[src/rtl/hazard_ctrl_pkg.sv]
// ----------------------------------------------------------------------------
// hazard_ctrl_pkg
// Shared definitions for the pipeline hazard sequencer:
//   - state_t    : sequencer FSM states (2-bit encodings)
//   - FWD_*      : EX operand-forwarding select codes
//   - sb_entry_t : one scoreboard slot describing an in-flight writer
//   - SB_*       : scoreboard slot indices (EX, MEM, WR)
//   - fwd_sel()  : priority encoder for the forwarding select
// ----------------------------------------------------------------------------
package hazard_ctrl_pkg;

    typedef enum logic [1:0] {
        ST_RUN   = 2'b00,
        ST_STALL = 2'b01,
        ST_FLUSH = 2'b10
    } state_t;

    localparam logic [1:0] FWD_REG = 2'b00;  // operand from register file
    localparam logic [1:0] FWD_MEM = 2'b01;  // operand from MEM-stage ALU result
    localparam logic [1:0] FWD_WR  = 2'b10;  // operand from WR-stage busW

    // Only the fields the hazard and branch checks consume are tracked.
    typedef struct packed {
        logic       valid;
        logic       regwr;
        logic [4:0] rw;
        logic       load;
        logic       branch;
    } sb_entry_t;

    localparam sb_entry_t SB_NOP = '{valid: 1'b0, regwr: 1'b0, rw: 5'd0,
                                     load: 1'b0, branch: 1'b0};

    localparam int SB_EX    = 0;
    localparam int SB_MEM   = 1;
    localparam int SB_WR    = 2;
    localparam int SB_DEPTH = 3;

    // The youngest producer wins: a hit on the instruction that will be in MEM
    // carries a newer value than one that will be in WR.
    function automatic logic [1:0] fwd_sel(input logic i_hit_mem, input logic i_hit_wr);
        if (i_hit_mem) begin
            return FWD_MEM;
        end
        if (i_hit_wr) begin
            return FWD_WR;
        end
        return FWD_REG;
    endfunction

endpackage

[src/rtl/hazard_ctrl_if.sv]
// ----------------------------------------------------------------------------
// hazard_ctrl_if
// Bundle between the CPU pipeline (master) and the hazard sequencer (slave).
//   id_*        : description of the instruction currently in ID
//   ex_taken    : branch condition of the instruction now in EX
//   pc_hold, ifid_hold, idex_bubble, ifid_flush : pipeline-register controls
//   fwd_a/fwd_b : EX operand selects (valid during EX)
//   stall_cnt/flush_cnt : saturating event counters
// ----------------------------------------------------------------------------
interface hazard_ctrl_if #(
    parameter int CNT_W = 16
);
    logic [4:0]       id_rs;
    logic [4:0]       id_rt;
    logic             id_use_rs;
    logic             id_use_rt;
    logic             id_regwr;
    logic [4:0]       id_rw;
    logic             id_load;
    logic             id_branch;
    logic             ex_taken;
    logic             pc_hold;
    logic             ifid_hold;
    logic             idex_bubble;
    logic             ifid_flush;
    logic [1:0]       fwd_a;
    logic [1:0]       fwd_b;
    logic [CNT_W-1:0] stall_cnt;
    logic [CNT_W-1:0] flush_cnt;

    modport master (
        output id_rs, id_rt, id_use_rs, id_use_rt, id_regwr, id_rw, id_load, id_branch, ex_taken,
        input  pc_hold, ifid_hold, idex_bubble, ifid_flush, fwd_a, fwd_b, stall_cnt, flush_cnt
    );

    modport slave (
        input  id_rs, id_rt, id_use_rs, id_use_rt, id_regwr, id_rw, id_load, id_branch, ex_taken,
        output pc_hold, ifid_hold, idex_bubble, ifid_flush, fwd_a, fwd_b, stall_cnt, flush_cnt
    );
endinterface

[src/rtl/hazard_ctrl_match.sv]
// ----------------------------------------------------------------------------
// hazard_match
// Compares one ID source register against one scoreboard writer.
//   i_valid, i_regwr, i_rw : scoreboard slot (occupied, writes a reg, dest)
//   i_r, i_use             : ID source register and whether ID reads it
//   o_match                : slot produces the register ID reads
// Register 0 is hard-wired to zero, so it never creates a dependency.
// ----------------------------------------------------------------------------
module hazard_match (
    input  logic       i_valid,
    input  logic       i_regwr,
    input  logic [4:0] i_rw,
    input  logic [4:0] i_r,
    input  logic       i_use,
    output logic       o_match
);
    assign o_match = i_valid & i_regwr & i_use & (i_rw == i_r) & (i_r != 5'd0);
endmodule

[src/rtl/hazard_ctrl.sv]
// ----------------------------------------------------------------------------
// hazard_ctrl
// Pipeline sequencer for the 5-stage CPU. Tracks writers in EX/MEM/WR, stalls
// IF/ID on data hazards, registers EX forwarding selects and flushes the
// wrong path when a branch resolves taken in EX. Counts stall/flush cycles.
//   clk   : clock; state advances on the falling edge, like the pipeline regs
//   rst_n : synchronous active-low reset
//   bus   : hazard_ctrl_if slave (ID description in, controls/selects out)
// Parameters:
//   FWD_EN    : 1 forward from MEM/WR and stall only on load-use; 0 stall on
//               any EX/MEM producer
//   WB_BYPASS : 1 regfile writes before read; 0 also stall on a WR producer
//   CNT_W     : counter width
// ----------------------------------------------------------------------------
module hazard_ctrl
    import hazard_ctrl_pkg::*;
#(
    parameter int FWD_EN    = 1,
    parameter int WB_BYPASS = 1,
    parameter int CNT_W     = 16
) (
    input logic          clk,
    input logic          rst_n,
    hazard_ctrl_if.slave bus
);
    localparam bit L_FWD   = (FWD_EN != 0);
    localparam bit L_WR_HZ = (WB_BYPASS == 0);

    state_t           r_state;
    sb_entry_t        r_sb [SB_DEPTH];
    logic [1:0]       r_fwd_a;
    logic [1:0]       r_fwd_b;
    logic [CNT_W-1:0] r_stall_cnt;
    logic [CNT_W-1:0] r_flush_cnt;

    logic [SB_DEPTH-1:0] w_hit_rs;
    logic [SB_DEPTH-1:0] w_hit_rt;
    logic [SB_DEPTH-1:0] w_hit;
    logic                w_id_nop;
    logic                w_taken;
    logic                w_hazard;
    logic                w_stall;
    logic                w_load_ex;
    logic [1:0]          w_fwd_a_next;
    logic [1:0]          w_fwd_b_next;
    sb_entry_t           w_ex_next;

    // One comparator per (stage, operand) pair.
    generate
        for (genvar gi = 0; gi < SB_DEPTH; gi++) begin : g_match
            hazard_match u_rs (
                .i_valid (r_sb[gi].valid),
                .i_regwr (r_sb[gi].regwr),
                .i_rw    (r_sb[gi].rw),
                .i_r     (bus.id_rs),
                .i_use   (bus.id_use_rs),
                .o_match (w_hit_rs[gi])
            );
            hazard_match u_rt (
                .i_valid (r_sb[gi].valid),
                .i_regwr (r_sb[gi].regwr),
                .i_rw    (r_sb[gi].rw),
                .i_r     (bus.id_rt),
                .i_use   (bus.id_use_rt),
                .o_match (w_hit_rt[gi])
            );
            assign w_hit[gi] = w_hit_rs[gi] | w_hit_rt[gi];
        end
    endgenerate

    // After a flush (and after reset) ID holds a NOP whatever id_* says.
    assign w_id_nop = (r_state == ST_FLUSH);
    assign w_taken  = r_sb[SB_EX].valid & r_sb[SB_EX].branch & bus.ex_taken;

    assign w_hazard = ~w_id_nop &
                      ((L_FWD ? (w_hit[SB_EX] & r_sb[SB_EX].load)
                              : (w_hit[SB_EX] | w_hit[SB_MEM]))
                       | (L_WR_HZ & w_hit[SB_WR]));

    // A taken branch kills the ID instruction, so its stall is moot.
    assign w_stall   = ~w_taken & w_hazard;
    assign w_load_ex = ~w_id_nop & ~w_taken & ~w_stall;

    // Current EX/MEM become MEM/WR when the ID instruction reaches EX.
    assign w_fwd_a_next = (L_FWD && w_load_ex) ? fwd_sel(w_hit_rs[SB_EX], w_hit_rs[SB_MEM]) : FWD_REG;
    assign w_fwd_b_next = (L_FWD && w_load_ex) ? fwd_sel(w_hit_rt[SB_EX], w_hit_rt[SB_MEM]) : FWD_REG;

    always_comb begin
        w_ex_next = SB_NOP;
        if (w_load_ex) begin
            w_ex_next.valid  = 1'b1;
            w_ex_next.regwr  = bus.id_regwr;
            w_ex_next.rw     = bus.id_rw;
            w_ex_next.load   = bus.id_load;
            w_ex_next.branch = bus.id_branch;
        end
    end

    always_ff @(negedge clk) begin
        if (!rst_n) begin
            r_state     <= ST_FLUSH;
            r_fwd_a     <= FWD_REG;
            r_fwd_b     <= FWD_REG;
            r_stall_cnt <= '0;
            r_flush_cnt <= '0;
            for (int i = 0; i < SB_DEPTH; i++) begin
                r_sb[i] <= SB_NOP;
            end
        end else begin
            r_sb[SB_WR]  <= r_sb[SB_MEM];
            r_sb[SB_MEM] <= r_sb[SB_EX];
            r_sb[SB_EX]  <= w_ex_next;
            r_fwd_a      <= w_fwd_a_next;
            r_fwd_b      <= w_fwd_b_next;

            if (w_taken) begin
                r_state <= ST_FLUSH;
            end else if (w_stall) begin
                r_state <= ST_STALL;
            end else begin
                r_state <= ST_RUN;
            end

            if (w_taken && (r_flush_cnt != {CNT_W{1'b1}})) begin
                r_flush_cnt <= r_flush_cnt + CNT_W'(1);
            end
            if (w_stall && (r_stall_cnt != {CNT_W{1'b1}})) begin
                r_stall_cnt <= r_stall_cnt + CNT_W'(1);
            end
        end
    end

    // Stall/flush controls act in the same cycle as their cause.
    assign bus.pc_hold     = w_stall;
    assign bus.ifid_hold   = w_stall;
    assign bus.idex_bubble = w_taken | w_stall;
    assign bus.ifid_flush  = w_taken;
    assign bus.fwd_a       = r_fwd_a;
    assign bus.fwd_b       = r_fwd_b;
    assign bus.stall_cnt   = r_stall_cnt;
    assign bus.flush_cnt   = r_flush_cnt;

endmodule
[src/flat_wrapper.sv]
// flat-port wrapper written by rule: the top's interface ports become plain ports
module hazard_ctrl_flat import hazard_ctrl_pkg::*;
#(
    parameter int FWD_EN    = 1,
    parameter int WB_BYPASS = 1,
    parameter int CNT_W     = 16
)
  (clk, rst_n, bus_id_rs, bus_id_rt, bus_id_use_rs, bus_id_use_rt, bus_id_regwr, bus_id_rw, bus_id_load, bus_id_branch, bus_ex_taken, bus_pc_hold, bus_ifid_hold, bus_idex_bubble, bus_ifid_flush, bus_fwd_a, bus_fwd_b, bus_stall_cnt, bus_flush_cnt);
  hazard_ctrl_if #(.CNT_W(CNT_W)) bus_i ();
  input logic clk;
  input logic rst_n;
  input wire logic [$bits(bus_i.id_rs)-1:0] bus_id_rs;
  input wire logic [$bits(bus_i.id_rt)-1:0] bus_id_rt;
  input wire logic [$bits(bus_i.id_use_rs)-1:0] bus_id_use_rs;
  input wire logic [$bits(bus_i.id_use_rt)-1:0] bus_id_use_rt;
  input wire logic [$bits(bus_i.id_regwr)-1:0] bus_id_regwr;
  input wire logic [$bits(bus_i.id_rw)-1:0] bus_id_rw;
  input wire logic [$bits(bus_i.id_load)-1:0] bus_id_load;
  input wire logic [$bits(bus_i.id_branch)-1:0] bus_id_branch;
  input wire logic [$bits(bus_i.ex_taken)-1:0] bus_ex_taken;
  output wire logic [$bits(bus_i.pc_hold)-1:0] bus_pc_hold;
  output wire logic [$bits(bus_i.ifid_hold)-1:0] bus_ifid_hold;
  output wire logic [$bits(bus_i.idex_bubble)-1:0] bus_idex_bubble;
  output wire logic [$bits(bus_i.ifid_flush)-1:0] bus_ifid_flush;
  output wire logic [$bits(bus_i.fwd_a)-1:0] bus_fwd_a;
  output wire logic [$bits(bus_i.fwd_b)-1:0] bus_fwd_b;
  output wire logic [$bits(bus_i.stall_cnt)-1:0] bus_stall_cnt;
  output wire logic [$bits(bus_i.flush_cnt)-1:0] bus_flush_cnt;
  assign bus_i.id_rs = bus_id_rs;
  assign bus_i.id_rt = bus_id_rt;
  assign bus_i.id_use_rs = bus_id_use_rs;
  assign bus_i.id_use_rt = bus_id_use_rt;
  assign bus_i.id_regwr = bus_id_regwr;
  assign bus_i.id_rw = bus_id_rw;
  assign bus_i.id_load = bus_id_load;
  assign bus_i.id_branch = bus_id_branch;
  assign bus_i.ex_taken = bus_ex_taken;
  assign bus_pc_hold = bus_i.pc_hold;
  assign bus_ifid_hold = bus_i.ifid_hold;
  assign bus_idex_bubble = bus_i.idex_bubble;
  assign bus_ifid_flush = bus_i.ifid_flush;
  assign bus_fwd_a = bus_i.fwd_a;
  assign bus_fwd_b = bus_i.fwd_b;
  assign bus_stall_cnt = bus_i.stall_cnt;
  assign bus_flush_cnt = bus_i.flush_cnt;
  hazard_ctrl #(.FWD_EN(FWD_EN), .WB_BYPASS(WB_BYPASS), .CNT_W(CNT_W)) u_core (.clk(clk), .rst_n(rst_n), .bus(bus_i));
endmodule
[config.mk]
export PLATFORM = sky130hd
export DESIGN_NAME = hazard_ctrl_flat
export DESIGN_NICKNAME = d
export VERILOG_FILES = /design/src/rtl/hazard_ctrl_pkg.sv /design/src/rtl/hazard_ctrl_if.sv /design/src/rtl/hazard_ctrl_match.sv /design/src/rtl/hazard_ctrl.sv /design/src/flat_wrapper.sv
export SDC_FILE = /design/constraint.sdc
export NUM_CORES = 1
export LEC_CHECK = 0
export CORE_UTILIZATION = 52
export DETAILED_ROUTE_END_ITERATION = 10
export GPL_TIMING_DRIVEN = 0
export MAX_ROUTING_LAYER = met4
export PLACE_DENSITY = 0.84
export SYNTH_ARGS = -nofsm -noshare
export SYNTH_HDL_FRONTEND = slang
export SYNTH_SLANG_ARGS = --single-unit
[constraint.sdc]
create_clock -name clk -period 6.42 [get_ports clk]
set_input_delay 1.284 -clock clk [delete_from_list [all_inputs] [get_ports clk]]
set_output_delay 1.284 -clock clk [all_outputs]
set_load 0.01 [all_outputs]
# Word level (Yosys, flattened, before mapping)
# Memory sizes are Yosys's and may differ from the RTL's.
# Cells that the tools add are included.
totals:
  reg_bits: 38
  ramBits: 27
  inputBits: 23
  out_inout_bits: 40
  elab_cells: 72
  n_memories: 1
classes:
  add_sub_neg: 2
  eq_ne: 7
  mux: 21
  n_bitwise: 30
  n_reduce_logical: 6
mem_list:
  columns: ["name", "words", "word_bits", "rd", "rd_ports_with_merged_regs", "write_ports", "line_no", "text"]
  rows:
  - ["u_core.r_sb", 3, 9, 2, 0, 3, "hazard_ctrl.sv:30", "sb_entry_t r_sb [SB_DEPTH];"]
op_table:
  columns: ["op", "count"]
  rows:
  - ["$mux W9", 4]
  - ["$add A16 B1 Y16 const B", 2]
  - ["$ne A16 B16 Y1 const B", 2]
  - ["$and A1 B1 Y1", 21]
  - ["$eq A5 B5 Y1", 4]
  - ["$mux W2", 8]
  - ["$reduce_bool A5 Y1", 2]
  - ["$mux W1", 9]
  - ["$or A1 B1 Y1", 5]
  - ["$not A1 Y1", 4]
  - ["$eq A2 B2 Y1 const B", 1]
  - ["$logic_and A1 B1 Y1", 2]
  - ["$reduce_and A2 Y1", 1]
  - ["$reduce_or A2 Y1", 1]

# Logic depth before layout (Yosys ltp)
# Gate-level depths: netlist of the first run.
# An unclocked memory read counts as a cell.
depth:
  word_depth: 13
  ltp_mapped: 8
  mapped_depth_nobuf: 7

# By module
# Synthesis of the first run repeated with hierarchy kept, for this count alone.
hier_totals:
  cells_unflattened: 298
  hier_area_um2: 2586.2
modules_own_cells:
  columns: ["module", "n_inst", "cells_each", "area_per_inst_um2", "seq_area_each_um2"]
  rows:
  - ["hazard_ctrl", 1, 258, 2306.0, 1081.0]
  - ["hazard_match", 4, 10, 70.1, 0.0]

==> results.ini, run 1 <==
[floorplan]
die_w_um = 70.9
initial_core_util_pct = 55.5
boundaryPins = 63
die_y_um = 70.9
rows = 24
core_sq_mm = 0.00444
die_area_sq_mm = 0.00502

[drt]
wire_per_inst_um = 15.6
vias_per_cell = 5.74
wl_um = 7280
route.detailed.drc = 4
routed-via-count = 2686
ant_nets = 0
drtIter0Drc = 211
firstDrtPassIters = 10

[global_route]
grtUsageTotal_pct = 30.2
grt_pass1_wl_um = 11600
grt-ovfl-total = 0
grt_pass1_vias = 2721
grt_max_degree = 18
antenna_found_initial = 0

[worst_setup_path]
critPathTopFamily = simple AND/OR/NAND/NOR gates
crit_path_end_kind = primary output
reg2reg_slack_ns = 4.11
crit_path_top_delay_cell = or4_4
worstSetupStartpointType = flip-flop
cp.arrival_ns = 5.27
worstReg2RegStart = u_core.r_sb[0][8]
r2r-end = u_core.bus.stall_cnt[13]
critPathMaxStageDelay_ns = 0.56
cp-startpoint = u_core.r_sb[0][8]
crit_buf_inv = 1
crit_path_max_fanout = 4
path_cells = nand3_1, or4_4, nor3_4, or2_4, nand2_2, o21ai_2, buf_2
worst_r2r_path_depth = 8
path_class = flip-flop to primary output
critical_path_required_ns = 5.14

[timing]
worst_pin_slew_ns = 0.563
hold_violations = 0
timing.hold.ws_ns = 0.493
maxSlewViolCount = 0
max-slew-margin-rel_pct = 62.5
fin_worst_skew_ns = 0.0276
finalSetupViolCount = 18
rsz0062_at_grt = true
layout_setup_ws_ns = -0.138

[cells_and_area]
n_antenna_cell = 0
mostFrequentLayoutCell = inv_1
final_cell_mix = 64 x inv_1, 51 x dfxtp_1, 49 x clkdlybuf4s50_1
fin_nets = 440
instances_no_fill = 468
fin_util_pct = 82.1
syn2layout_area_growth_pct = 47.9
final_layout_size_suffix_gt1_share_pct = 10.6

[pwr]
leakage_nw = 1.50
power.total_uw = 729
peakVddDrop_mv = 0.138
power_density_mw_per_mm2 = 200

[placed_design]
placedCellCount = 398
hpwl_um = 4150
gp_congestion = 0.878
pre_cts_ws_ns = -0.458
port_buffers = 62

[synthesis]
syn_inst = 284
synth-edff-count = 0
ys_types = 36
synth_flop_cell = dfxtp_1
async_flop_share_pct = 0
yosys-top-cells-area = dfxtp_1 44%, xnor2_1 8.2%, nor2_1 4.4%
ys_ff_latch = 54
yosysSeqAreaShare_pct = 43.8
synth_top_cell_by_area = dfxtp_1
synth_warnings = 0
syn_nets = 309
avgSynthCellArea_sq_um = 8.68
syn-cell-area_sq_mm = 0.00247
netlist.area_leader.share_pct = 43.8

[cts]
clk_latency_ns = 0.40
htree_levels = 2
clock_tree.root_cell = clkbuf_8
postCtsHoldBufs = 0
cts.clk_slew.worst_paths_ns = 0.05
cts_made_buffers = 5
tritoncts = yes
cts_max_path_buffers = 2
numClockSinks = 54

[status]
status = complete, but fails checks
violations = design-rule violations, negative setup slack

[hold_path]
min_to = u_core.r_sb[0][16]
min_from = u_core.r_sb[0][7]
hold_class = flip-flop to flip-flop
hold_depth = 1

[flow_run]
drv_cap = 0

## cells in the mapped netlist, drive strengths merged, types with 2 or more instances
cell	instances
dfxtp	54
xnor2	23
clkbuf	5
and2	17
nor3	5
xor2	10
nor2	29
o31ai	8
o211ai	2
inv	12
nor2b	2
o21ai	6
nand3	15
or2	2
ha	2
buf	3
nand4	10
and3	3
and4	5
or4	12
or3	3
mux2i	2
a211oi	2
a21oi	14
nand2	28
nor4	5
## what timing repair did
item,CTS,global route
gates cloned,1,0
setup endpoints to repair,24,30
pin swaps,12,4
buffers inserted,7,1
hold endpoints to repair,0,0
resized for setup,43,10
## through the flow
stage | area (sq um) | TNS, ns
detailed placement | 3150 | -11.82
global placement | 3150 | -11.47
finish | 3650 | -1.47
floorplan | 2470 | 0
CTS | 3610 | -0.745
global route | 3650 | -2.40
## where the power goes
group          internal, mW  total (mW)  switching [mW]
sequential            0.341       0.345         0.00419
clock                 0.123       0.340           0.217
combinational        0.0218      0.0441          0.0223
## sequential cells by signal, summed over array words and instances (netlist names)
register,flops
u_core.bus.fwd_b,2
u_core.r_sb,16
u_core.bus.fwd_a,2
u_core.bus.flush_cnt,16
u_core.bus.stall_cnt,16
u_core.r_state,2
## logic make-up after synthesis
| group | Yosys count | share of synthesized area [%] |
|---|---|---|
| multiplexers | 2 | 0.812 |
| XOR/XNOR | 33 | 11.7 |
| buffers and inverters | 20 | 3.30 |
| adder cells (fa/ha/maj) | 2 | 1.01 |
| AO/OA/AOI/OAI | 34 | 8.73 |
| flip-flops | 54 | 43.8 |
| AND/OR/NAND/NOR | 139 | 30.6 |
## per-layer routing
layer	up-vias	part of all wire, %	GRT usage (%)
met5	-	0	-
met1	1236	40	31.9
met3	38	7.6	11.5
li1	1254	-	-
met4	0	3.3	16.0
met2	158	49	49.0
## final cells by class
class	instances	area, sq um
clock inverter	57	225
clock buffer	5	68.8
inverter	11	41.3
sequential	54	1090
buffer	8	48.8
tap	52	65.1
multi-input combinational	211	1410
fill	298	797
timing repair buffer	70	704
## worst max path at each step
| stage | end | cells past startpoint | slack [ns] |
|---|---|---|---|
| after floorplan | u_core.bus.stall_cnt[13] | 6 | 0.23 |
| after global placement | u_core.r_sb[0][5] | 8 | -0.46 |
| after detailed placement | u_core.bus.stall_cnt[11] | 7 | -0.46 |
| after CTS | bus_idex_bubble | 7 | -0.15 |
| after global routing | bus_idex_bubble | 7 | -0.22 |
| final | bus_idex_bubble | 7 | -0.14 |
Note: power is estimated with default switching activity, not from simulation.
==> inputs of run 2 (changes only) <==
--- a/config.mk
+++ b/config.mk
@@ -5,11 +5,13 @@
 export SDC_FILE = /design/constraint.sdc
 export NUM_CORES = 1
 export LEC_CHECK = 0
-export CORE_UTILIZATION = 52
+export CORE_UTILIZATION = 50
 export DETAILED_ROUTE_END_ITERATION = 10
 export GPL_TIMING_DRIVEN = 0
 export MAX_ROUTING_LAYER = met4
-export PLACE_DENSITY = 0.84
+export PLACE_DENSITY = 0.81
+export REMOVE_ABC_BUFFERS = 1
+export SKIP_LAST_GASP = 1
 export SYNTH_ARGS = -nofsm -noshare
 export SYNTH_HDL_FRONTEND = slang
 export SYNTH_SLANG_ARGS = --single-unit
==> results.ini, run 2 (same netlist as run 1, synthesis figures left out) <==
[timing]
timing.hold.ws_ns = 0.458  ; -0.0345 ns
finalSetupViolCount = 10  ; -8
max-slew-margin-rel_pct = 30.2  ; -32 points
hold_violations = 0  ; unchanged
layout_setup_ws_ns = -0.188  ; -0.0507 ns
worst_pin_slew_ns = 1.05  ; +0.482 ns
fin_worst_skew_ns = 0.0193  ; -0.00838 ns
rsz0062_at_grt = true
maxSlewViolCount = 0  ; unchanged

[floorplan]
die_area_sq_mm = 0.00522  ; +3.9%
initial_core_util_pct = 52.2  ; -3.3 points
boundaryPins = 63  ; unchanged
rows = 25  ; +4.2%
die_y_um = 72.2  ; +1.9%
die_w_um = 72.2  ; +1.9%
core_sq_mm = 0.00472  ; +6.3%

[cells_and_area]
final_cell_mix = 64 x inv_1, 52 x dfxtp_1, 49 x clkdlybuf4s50_1
mostFrequentLayoutCell = inv_1
fin_nets = 437  ; -0.68%
n_antenna_cell = 0  ; unchanged
final_cell_area_sq_mm = 0.00364  ; -0.24%
syn2layout_area_growth_pct = 47.5
final_layout_size_suffix_gt1_share_pct = 10.9  ; +0.32 points
fillers = 329  ; +10%

[flow_run]
drv_cap = 0  ; unchanged

[worst_setup_path]
critPathTopFamily = simple AND/OR/NAND/NOR gates
path_cells = xor2_1, or4_4, nor3_4, or2_4, nand2_2, o21ai_1, buf_2
crit_path_top_delay_cell = or4_4
crit_path_end_kind = primary output
critical_path_required_ns = 5.14  ; about the same
worstReg2RegStart = u_core.r_sb[0][5]
worstSetupStartpointType = flip-flop
crit_buf_inv = 1  ; unchanged
critPathMaxStageDelay_ns = 0.56  ; about the same
path_class = flip-flop to primary output
cp.arrival_ns = 5.32  ; +0.05 ns
crit_path_max_fanout = 3  ; -1
r2r-end = u_core.bus.stall_cnt[9]
worst_r2r_path_depth = 8  ; unchanged
reg2reg_slack_ns = 4.09  ; -0.02 ns

[hold_path]
hold_depth = 1  ; unchanged
min_from = u_core.r_sb[0][16]
hold_class = flip-flop to flip-flop
min_to = u_core.bus.fwd_a[1]

[cts]
tritoncts = yes
clock_tree.root_cell = clkbuf_8
numClockSinks = 54  ; unchanged
postCtsHoldBufs = 0  ; unchanged
clk_latency_ns = 0.38  ; -0.02 ns
cts_made_buffers = 5  ; unchanged
cts_max_path_buffers = 2  ; unchanged
cts.clk_slew.worst_paths_ns = 0.05  ; about the same
htree_levels = 2  ; unchanged

[placed_design]
dpl_cell_area_sq_mm = 0.00313  ; -0.56%
gp_congestion = 0.861  ; -1.9%
port_buffers = 62  ; unchanged
hpwl_um = 3850  ; -7.2%

[pwr]
p_switching_uw = 229  ; -5.9%
p_clk_share_pct = 45.8  ; -0.8 points
peakVddDrop_mv = 0.139  ; +0.66%
seq_power_share_pct = 48.5  ; +1.2 points
leakage_nw = 1.50  ; +0.14%
switching_share_pct = 32.2  ; -1.2 points
internal_power_uw = 483  ; -0.60%
power_density_mw_per_mm2 = 196  ; -2.1%
pwr-share-comb_pct = 5.7  ; -0.3 points

[drt]
route.detailed.drc = 0  ; -4
routed-via-count = 2485  ; -7.5%
wl_um = 6270  ; -14%
firstDrtPassIters = 4  ; -6
ant_nets = 0  ; unchanged
wire_per_inst_um = 13.1  ; -16%
vias_per_cell = 5.18  ; -9.8%
drtIter0Drc = 132  ; -37%

[global_route]
grt_pass1_wl_um = 9910  ; -14%
antenna_found_initial = 0  ; unchanged
grtUsageTotal_pct = 25.1  ; -5.1 points
grt_pass1_vias = 2378  ; -13%
grt-ovfl-total = 0  ; unchanged
grt_max_degree = 32  ; +14

[status]
violations = negative setup slack
status = complete, but fails checks

[run 2: final cells by class]
type                    count  area, sq um  area share [%]
inverters                  11         41.3            1.13
clock buffers               5         68.8            1.89
clock inverters            57          220            6.05
well taps                  67         83.8            2.30
repair buffers             75          746            20.5
multi-input cells         211         1400            38.3
flip-flops and latches     54         1080            29.8
[run 2: worst reg2reg max path: stages, from the launching register on]
cell and delay [ns]:
dfxtp_2 0.32, xor2_1 0.16, or4_4 0.56, nor3_4 0.18, buf_6 0.15, o21ai_4 0.08
buf_6 0.16, or4_4 0.50, a21oi_2 0.14
[run 2: per-layer routing]
layer	global-route usage (%)	wire length, um	vias to the layer above
met3	9.72	368	12
met4	15.3	119	0
met1	27.1	2720	1143
li1	-	-	1247
met5	-	0	-
met2	39.0	3060	83
[run 2: worst max path at each step]
stage,from,end,slack [ns],depth (start not counted)
floorplan,bus_id_rs[3],u_core.bus.stall_cnt[11],0.10,6
global placement,bus_id_rs[1],u_core.bus.fwd_a[1],-0.69,7
detailed placement,bus_id_rs[1],u_core.bus.fwd_a[1],-0.74,7
CTS,u_core.r_sb[0][5],bus_idex_bubble,-0.18,7
global route,u_core.r_sb[0][5],bus_idex_bubble,-0.26,7
finish,u_core.r_sb[0][5],bus_idex_bubble,-0.19,7
[run 2: timing repair]
item | 4_1_cts | 5_1_grt
hold endpoints to repair | 0 | 0
gates resized for setup | 31 | 19
gates cloned | 1 | 0
setup endpoints to repair | 29 | 31
pin swaps | 11 | 7
setup buffers | 10 | 3
[run 2: per-stage QoR]
stage | util [%] | std cells | setup TNS, ns | power [mW] | setup slack (ns)
4_1_cts | 75.1 | 477 | -1.75 | 0.724 | -0.179
2_1_floorplan | - | 276 | 0 | 0.419 | 0.101
5_1_grt | 77.0 | 480 | -2.41 | 0.766 | -0.264
3_5_place_dp | 66.4 | 405 | -16.37 | 0.441 | -0.737
6_report | 77.0 | 480 | -0.702 | 0.712 | -0.188
3_3_place_gp | 66.4 | 405 | -14.78 | 0.440 | -0.694
[run 2: power by group through the flow]
stage / clock, mW / combinational, mW / sequential [mW]
floorplan: 0.0521 / 0.0180 / 0.349
global placement: 0.0521 / 0.0384 / 0.350
detailed placement: 0.0521 / 0.0393 / 0.350
CTS: 0.340 / 0.0395 / 0.345
global route: 0.378 / 0.0436 / 0.345
finish: 0.326 / 0.0405 / 0.345
